==> config.mk <==
export PLATFORM = sky130hd
export DESIGN_NAME = led_sout_capture
export DESIGN_NICKNAME = d
export VERILOG_FILES = /design/src/rtl/led_sout_capture.sv
export SDC_FILE = /design/constraint.sdc
export NUM_CORES = 1
export LEC_CHECK = 0
export CAP_MARGIN = 20
export CORE_UTILIZATION = 39
export DETAILED_ROUTE_END_ITERATION = 7
export DONT_BUFFER_PORTS = 1
export GPL_TIMING_DRIVEN = 0
export SKIP_LAST_GASP = 1
export SLEW_MARGIN = 20
export SYNTH_ARGS = -nofsm -noshare
export SYNTH_HDL_FRONTEND = slang
export SYNTH_SLANG_ARGS = --single-unit
==> constraint.sdc <==
create_clock -name spiClk -period 2.4 [get_ports spiClk]
set_input_delay 0.36 -clock spiClk [delete_from_list [all_inputs] [get_ports spiClk]]
set_output_delay 0.36 -clock spiClk [all_outputs]
set_load 0.02 [all_outputs]
==> src/rtl/led_sout_capture.sv <==
// Readback receiver for TLC5955 daisy chains: samples each chain's SOUT on SCLK
// rising edges, deserializes device segments and streams 16-bit words to a buffer.
module ledSoutLane (
  input  logic        spiClk,
  input  logic        nReset,
  input  logic        shiftEn,
  input  logic        sin,
  output logic [15:0] nextWord
);
  logic [15:0] sr;

  assign nextWord = {sr[14:0], sin};

  always_ff @(posedge spiClk) begin
    if (!nReset)      sr <= '0;
    else if (shiftEn) sr <= nextWord;
  end
endmodule

module led_sout_capture #(
  parameter int NUM_SHIFT    = 8,
  parameter int NUM_TLC5955  = 2,
  parameter int BITS_PER_DEV = 769,
  localparam int WORDS  = NUM_TLC5955 * 48,
  localparam int ADDR_W = $clog2(WORDS)
) (
  input  logic                   spiClk,
  input  logic                   nReset,
  input  logic                   enable,
  input  logic                   SCLK,
  input  logic                   LAT,
  input  logic [NUM_SHIFT-1:0]   SOUT,
  output logic                   wrEn,
  output logic [ADDR_W-1:0]      wrAddress,
  output logic [NUM_SHIFT*16-1:0] wrData,
  output logic                   frameDone,
  output logic                   frameErr,
  output logic [NUM_TLC5955-1:0] selBits,
  output logic [15:0]            frameCount,
  output logic                   busy
);
  localparam int SEG_W = (NUM_TLC5955 > 1) ? $clog2(NUM_TLC5955) : 1;
  localparam logic [11:0] FRAME_BITS = 12'(NUM_TLC5955 * BITS_PER_DEV);
  localparam logic [11:0] SAT_BITS   = FRAME_BITS + 12'd1;

  localparam logic [1:0] IDLE = 2'd0;
  localparam logic [1:0] SEL  = 2'd1;
  localparam logic [1:0] DATA = 2'd2;
  localparam logic [1:0] FULL = 2'd3;

  logic [1:0]              state;
  logic                    sclkD, latD;
  logic                    sclkRise, latRise, dataShift;
  logic [11:0]             bitCount, bitCountInc;
  logic [ADDR_W-1:0]       wordCnt;
  logic [9:0]              segBit;
  logic [SEG_W-1:0]        segIdx;
  logic [NUM_TLC5955-1:0]  selShadow;
  logic [NUM_SHIFT*16-1:0] laneNext;

  assign sclkRise    = SCLK && !sclkD;
  assign latRise     = LAT && !latD;
  assign dataShift   = enable && (state == DATA) && sclkRise && !latRise;
  assign bitCountInc = (bitCount == SAT_BITS) ? bitCount : bitCount + 12'd1;
  assign busy        = (state == SEL) || (state == DATA);

  for (genvar i = 0; i < NUM_SHIFT; i++) begin : gLane
    ledSoutLane uLane (
      .spiClk   (spiClk),
      .nReset   (nReset),
      .shiftEn  (dataShift),
      .sin      (SOUT[i]),
      .nextWord (laneNext[16*i +: 16])
    );
  end

  always_ff @(posedge spiClk) begin
    if (!nReset) begin
      state      <= IDLE;
      sclkD      <= 1'b0;
      latD       <= 1'b0;
      bitCount   <= '0;
      wordCnt    <= '0;
      segBit     <= '0;
      segIdx     <= '0;
      selShadow  <= '0;
      wrEn       <= 1'b0;
      wrAddress  <= '0;
      wrData     <= '0;
      frameDone  <= 1'b0;
      frameErr   <= 1'b0;
      selBits    <= '0;
      frameCount <= '0;
    end else begin
      sclkD     <= SCLK;
      latD      <= LAT;
      wrEn      <= 1'b0;
      frameDone <= 1'b0;
      frameErr  <= 1'b0;
      if (!enable) begin
        state    <= IDLE;
        bitCount <= '0;
        wordCnt  <= '0;
        segBit   <= '0;
        segIdx   <= '0;
      end else if (latRise) begin
        if (state != IDLE) begin
          if (bitCount == FRAME_BITS) begin
            frameDone  <= 1'b1;
            selBits    <= selShadow;
            frameCount <= frameCount + 16'd1;
          end else begin
            frameErr <= 1'b1;
          end
        end
        wordCnt <= '0;
        segBit  <= '0;
        segIdx  <= '0;
        // A coincident SCLK edge becomes the select bit of the new frame.
        if (sclkRise && state != IDLE) begin
          selShadow[0] <= SOUT[0];
          bitCount     <= 12'd1;
          state        <= DATA;
        end else begin
          bitCount <= '0;
          state    <= SEL;
        end
      end else if (sclkRise) begin
        case (state)
          SEL: begin
            selShadow[segIdx] <= SOUT[0];
            bitCount          <= bitCountInc;
            state             <= DATA;
          end
          DATA: begin
            bitCount <= bitCountInc;
            if (segBit[3:0] == 4'hF) begin
              wrEn      <= 1'b1;
              wrData    <= laneNext;
              wrAddress <= wordCnt;
              wordCnt   <= wordCnt + 1'b1;
            end
            if (segBit == 10'd767) begin
              segBit <= '0;
              if (segIdx == SEG_W'(NUM_TLC5955 - 1)) begin
                state <= FULL;
              end else begin
                segIdx <= segIdx + 1'b1;
                state  <= SEL;
              end
            end else begin
              segBit <= segBit + 10'd1;
            end
          end
          FULL: bitCount <= bitCountInc;
          default: ;
        endcase
      end
    end
  end
endmodule

==> results of run 1 <==
-- sequential cells by signal (all words and copies together) (netlist names) --
signal / cells
gLane.uLane.sr: 120
selShadow: 2
segIdx: 1
wrEn: 1
selBits: 2
sclkD: 1
latD: 1
wrData: 128
frameErr: 1
state: 2
wrAddress: 7
bitCount: 12
frameCount: 16
segBit: 10
wordCnt: 7
frameDone: 1
-- final timing paths --
kind,from,end,cells past startpoint
hold / removal,nReset,state[1],2
setup reg to reg,segBit[0],wrData[76],7
setup / recovery,segBit[0],wrData[76],7
hold reg to reg,wordCnt[2],wrAddress[2],2
-- layer usage --
layer / wire length (µm) / global-route usage / vias to the layer above
li1: - / - / 4834
met4: 692 / 0.06379 / 0
met2: 14110 / 0.3347 / 192
met1: 13590 / 0.2540 / 4458
met3: 1839 / 0.05079 / 43
met5: 0 / 0 / -
-- worst max-delay path, cell delays in order, from the launching register on --
cell and delay (ns):
dfxtp_1 0.40, ha_1 0.21, and3_1 0.25, and4_1 0.20
clkbuf_4 0.24, clkbuf_1 0.53, nand2_1 0.14, a21oi_1 0.14
-- cells in the final DEF, fill, tap and decap left out, types with 14 or more instances in the layout --
cell	instances
nand2_1	532
dfxtp_1	312
a21oi_1	284
clkbuf_1	65
clkbuf_16	35
nor2_1	24
buf_2	23
nand3_1	23
or4_1	15
nand4_1	14
o31ai_1	14
-- per-stage QoR --
stage          utilization  hold WS, ns  power, mW  std cells
2_1_floorplan            -       0.4319      5.412       1422
3_3_place_gp        0.4134       0.4376      5.474       1806
3_5_place_dp        0.4134       0.4451      5.475       1806
4_1_cts             0.4568     0.004756      10.70       1881
5_1_grt             0.4583      0.03621      10.93       1882
6_report            0.4583      0.02640      10.60       1882
-- cell type report --
| class | instances | area, µm² | area share |
|---|---|---|---|
| Buffer | 95 | 422.9 | 0.03215 |
| Clock buffer | 54 | 1037 | 0.07885 |
| Clock inverter | 8 | 81.33 | 0.006183 |
| Inverter | 11 | 41.29 | 0.003139 |
| Multi-Input combinational cell | 1004 | 4712 | 0.3582 |
| Sequential cell | 312 | 6246 | 0.4748 |
| Tap cell | 384 | 480.5 | 0.03653 |
| Timing Repair Buffer | 14 | 132.6 | 0.01008 |
-- report_power, final --
part	internal (mW)	switching, mW
registers	5.18	0.00502
clock network	3.09	2.12
logic	0.0447	0.147
total	8.32	2.27
-- cell families after synthesis --
family,count (synthesis)
fa+ha+maj,8
buf+inv,106
flops,312
xor+xnor,19
simple gates,659
mux,5
compound gates,313
-- what timing repair did --
action,in CTS,in global routing
pin swaps,1,1
hold endpoints to repair,20,0
setup endpoints to repair,235,157
gates resized for setup,2,29
hold buffers,11,0
buffers inserted,2,1
==> flow_summary.json, run 1 <==
{
  "outcome": "finished clean",
  "viasPerCell": 5.062,
  "ant_nets": 0,
  "final_area_mm2": 0.01315,
  "syn_inst": 1422,
  "clk_pin_slew_worst_paths_ns": 0.06,
  "drv_slew": 0,
  "ff2ff_setup_slack_ns": 0.21,
  "min_period_ns": 2.190,
  "htree_levels": 2,
  "fmax_mhz": 456.6,
  "place_ws_ns": -0.2936,
  "grt_pass1_vias": 8975,
  "fin_skew_ns": 0.01429,
  "drv_cap": 0,
  "grt_start_max_net_pins": 14,
  "synthMuxAreaShare": 0.004396,
  "ys.flop_type": "dfxtp_1",
  "die_y_um": 172.9,
  "drt_iter0_markers": 565,
  "post_drt_wl_per_cell_um": 16.06,
  "dp_hpwl_um": 21150,
  "cts_tree": "done",
  "synth_nets": 1443,
  "nFillCells": 2870,
  "cts-root-buf": "clkbuf_16",
  "fin_tns_setup_ns": 0,
  "antenna_cells": 0,
  "pin_count": 170,
  "yosysTopAreaCell": "dfxtp_1",
  "synthAdderAreaFrac": 0.008792,
  "cts_made_buffers": 35,
  "die_w_um": 172.9,
  "io_buffers": 0,
  "clock_latency_ns": 0.52,
  "end_kind": "flip-flop",
  "seq_area_frac_synth": 0.5486,
  "postLayoutSetupSlackWorst_ns": 0.2101,
  "cts.sinks": 312,
  "p_per_area_mw_per_mm2": 805.5,
  "worstSetupStartpointType": "flip-flop",
  "path_max_fanout": 10,
  "route.vias.total": 9527,
  "synth_area_leaders": "dfxtp_1, nand2_1, a21oi_1",
  "avgSynthCellArea_um2": 8.006,
  "synthArstFlopShare": 0,
  "drc": 0,
  "cp.arrival_ns": 2.63,
  "synth_edf_count": 0,
  "tightest_slew_ns": 0.9968,
  "grt-ovfl-total": 0,
  "synth_top_area_share": 0.5486,
  "cts_buffer_depth": 3,
  "synth_top_family_by_area": "simple AND/OR/NAND/NOR gates",
  "hp-class": "in -> reg",
  "yosysMostFrequentCell": "nand2_1",
  "slew_headroom": 0.3264,
  "syn-cell-area_mm2": 0.01138,
  "place_area_mm2": 0.01187,
  "coreArea_mm2": 0.02870,
  "synth_common_cells": "nand2_1, dfxtp_1, a21oi_1",
  "synth_compound_area_frac": 0.1424,
  "grt_antenna_before_repair": 0,
  "synthDistinctLibCells": 44,
  "grt.total_usage": 0.2008,
  "grt_pass1_wl_um": 48600,
  "p_leak_nw": 4.194,
  "worstSetupPathType": "reg -> reg",
  "drive_gt1_frac": 0.06809,
  "synth_xor_xnor_area_share": 0.01462,
  "critPathRequiredTime_ns": 2.84,
  "yosysWarnings": 0,
  "rsz0062_at_grt": "false",
  "die_area_mm2": 0.02988,
  "globalplace.congestion": 0.8140,
  "area_delta_synth_final_pct": 15.54,
  "wirelength_um": 30230,
  "hold_viol_final": 0,
  "synthSimpleGateAreaFrac": 0.2427,
  "start_util": 0.3966,
  "first_pass_iters": 5,
  "peakVddDrop_uv": 505.5,
  "core.rowCount": 62,
  "fin_crit_sh": 0.9125,
  "finalSetupViolCount": 0,
  "ys_ff_latch": 312,
  "nets": 1494
}
No activity file was read; power rests on OpenSTA's default activity.
==> inputs of run 2 (changes only) <==
--- a/config.mk
+++ b/config.mk
@@ -6,6 +6,7 @@
 export NUM_CORES = 1
 export LEC_CHECK = 0
 export CAP_MARGIN = 20
+export CORE_ASPECT_RATIO = 2
 export CORE_UTILIZATION = 39
 export DETAILED_ROUTE_END_ITERATION = 7
 export DONT_BUFFER_PORTS = 1
==> flow_summary.json, run 2 (synthesis gave the netlist of run 1 again) <==
{
  "coreArea_mm2": 0.02874,
  "io_buffers": 0,
  "grt_start_max_net_pins": 17,
  "final_area_mm2": 0.01296,
  "cts.sinks": 312,
  "clock_latency_ns": 0.56,
  "drive_gt1_frac": 0.06187,
  "fmax_mhz": 444.5,
  "finalSetupViolCount": 0,
  "hp-class": "in -> reg",
  "globalplace.congestion": 0.8028,
  "die_w_um": 122.8,
  "grt-ovfl-total": 0,
  "p_per_area_mw_per_mm2": 777.4,
  "grt_pass1_vias": 9143,
  "seqPwrFrac": 0.515,
  "nFillCells": 2861,
  "route.vias.total": 9481,
  "critPathRequiredTime_ns": 2.88,
  "area_delta_synth_final_pct": 13.85,
  "fin_crit_sh": 0.9375,
  "timing.rr.start": "state[0]",
  "die_area_mm2": 0.02992,
  "drt_iter0_markers": 393,
  "critPathLaunch": "state[0]",
  "cp.arrival_ns": 2.73,
  "antenna_cells": 0,
  "grt_pass1_wl_um": 48590,
  "drv_slew": 0,
  "nets": 1488,
  "wirelength_um": 31030,
  "cts_made_buffers": 28,
  "core.rowCount": 88,
  "grt_antenna_before_repair": 0,
  "start_util": 0.3962,
  "place_area_mm2": 0.01184,
  "drv_cap": 0,
  "power.share.clock": 0.466,
  "worstSetupStartpointType": "flip-flop",
  "clk_pin_slew_worst_paths_ns": 0.06,
  "postLayoutSetupSlackWorst_ns": 0.1501,
  "cts_tree": "done",
  "top_regs": "wrData (128), gLane.uLane.sr (120), frameCount (16)",
  "fin_skew_ns": 0.01358,
  "worstHoldStart": "SOUT[0]",
  "rsz0062_at_grt": "false",
  "place_ws_ns": -0.2301,
  "cts-root-buf": "clkbuf_16",
  "worstSetupPathType": "reg -> reg",
  "ant_nets": 0,
  "layout_commonest_cell": "nand2_1",
  "tightest_slew_ns": 0.7333,
  "peakVddDrop_uv": 488.5,
  "top_register": "wrData",
  "path_max_fanout": 8,
  "grt.total_usage": 0.2077,
  "end_kind": "flip-flop",
  "slew_headroom": 0.5041,
  "viasPerCell": 5.133,
  "dp_hpwl_um": 23090,
  "largest_reg_flops": 128,
  "post_drt_wl_per_cell_um": 16.80,
  "die_y_um": 243.6,
  "fin_tns_setup_ns": 0,
  "switching_share": 0.2115,
  "p_leak_nw": 4.113,
  "hold_viol_final": 0,
  "fin_util": 0.4510,
  "htree_levels": 1,
  "mostFrequentLayoutCells": "nand2_1, dfxtp_1, a21oi_1, clkbuf_1, clkbuf_16",
  "outcome": "finished clean",
  "first_pass_iters": 4,
  "min_period_ns": 2.250,
  "p_int_mw": 7.945,
  "cts_buffer_depth": 3,
  "drc": 0,
  "switchingPower_mw": 2.131,
  "combPwrFrac": 0.019,
  "pin_count": 170
}
-- run 2: changes by cell type in the layout (fill, tap and decap cells not counted), moves of 2 or more --
cell       change
inv_6          -2
clkbuf_8       -5
clkbuf_16      -7
buf_2          +2
bufinv_16      +3
clkbuf_4       -2
-- run 2: area by class of cell --
cell class	count	area, µm²	area share
flip-flops and latches	312	6246	0.4819
multi-input cells	1004	4707	0.3632
clock buffers	40	785.8	0.06062
well taps	360	450.4	0.03475
plain buffers	95	416.7	0.03215
clock inverters	10	173.9	0.01342
repair buffers	15	140.1	0.01081
inverters	11	41.29	0.003186
-- run 2: critical path, stage by stage (launching register included) --
cell     delay [ns]
dfxtp_1        0.37
inv_1          0.08
ha_1           0.27
nor3b_2        0.39
nand4_1        0.40
or4_1          0.51
a21oi_1        0.16
-- run 2: what timing repair did --
action	CTS	global route
setup endpoints to repair	199	144
resized for setup	3	21
pin swaps	1	1
hold buffers	11	0
hold endpoints to repair	21	0
buffers inserted	3	1
-- run 2: per-stage QoR --
stage	hold slack, ns	total power [mW]	std cells
after global routing	0.06042	10.42	1847
after floorplan	0.4319	5.412	1422
final	0.07239	10.08	1847
after global placement	0.4419	5.478	1782
after CTS	0.05014	10.21	1846
after detailed placement	0.4438	5.478	1782
-- run 2: worst paths after layout --
path / endpoint / slack (ns) / cells past startpoint
setup / recovery: frameCount[14] / 0.15 / 6
setup reg to reg: frameCount[14] / 0.15 / 6
hold reg to reg: wrData[79] / 0.45 / 2
hold / removal: selShadow[0] / 0.07 / 2
-- run 2: layer usage --
layer	up-vias	global-route usage	wire length [µm]
met5	-	0	0
met4	0	0.06779	843
met3	44	0.05571	2057
li1	4801	-	-
met1	4448	0.1984	10930
met2	188	0.4098	17200
-- run 2: power by group through the flow --
stage                     sequential, mW  combinational [mW]  clock, mW
after CTS                           5.18               0.196       4.83
after global placement              5.30               0.175          0
final                               5.18               0.192       4.70
after global routing                5.18               0.211       5.03
after floorplan                     5.30               0.111          0
after detailed placement            5.30               0.176          0
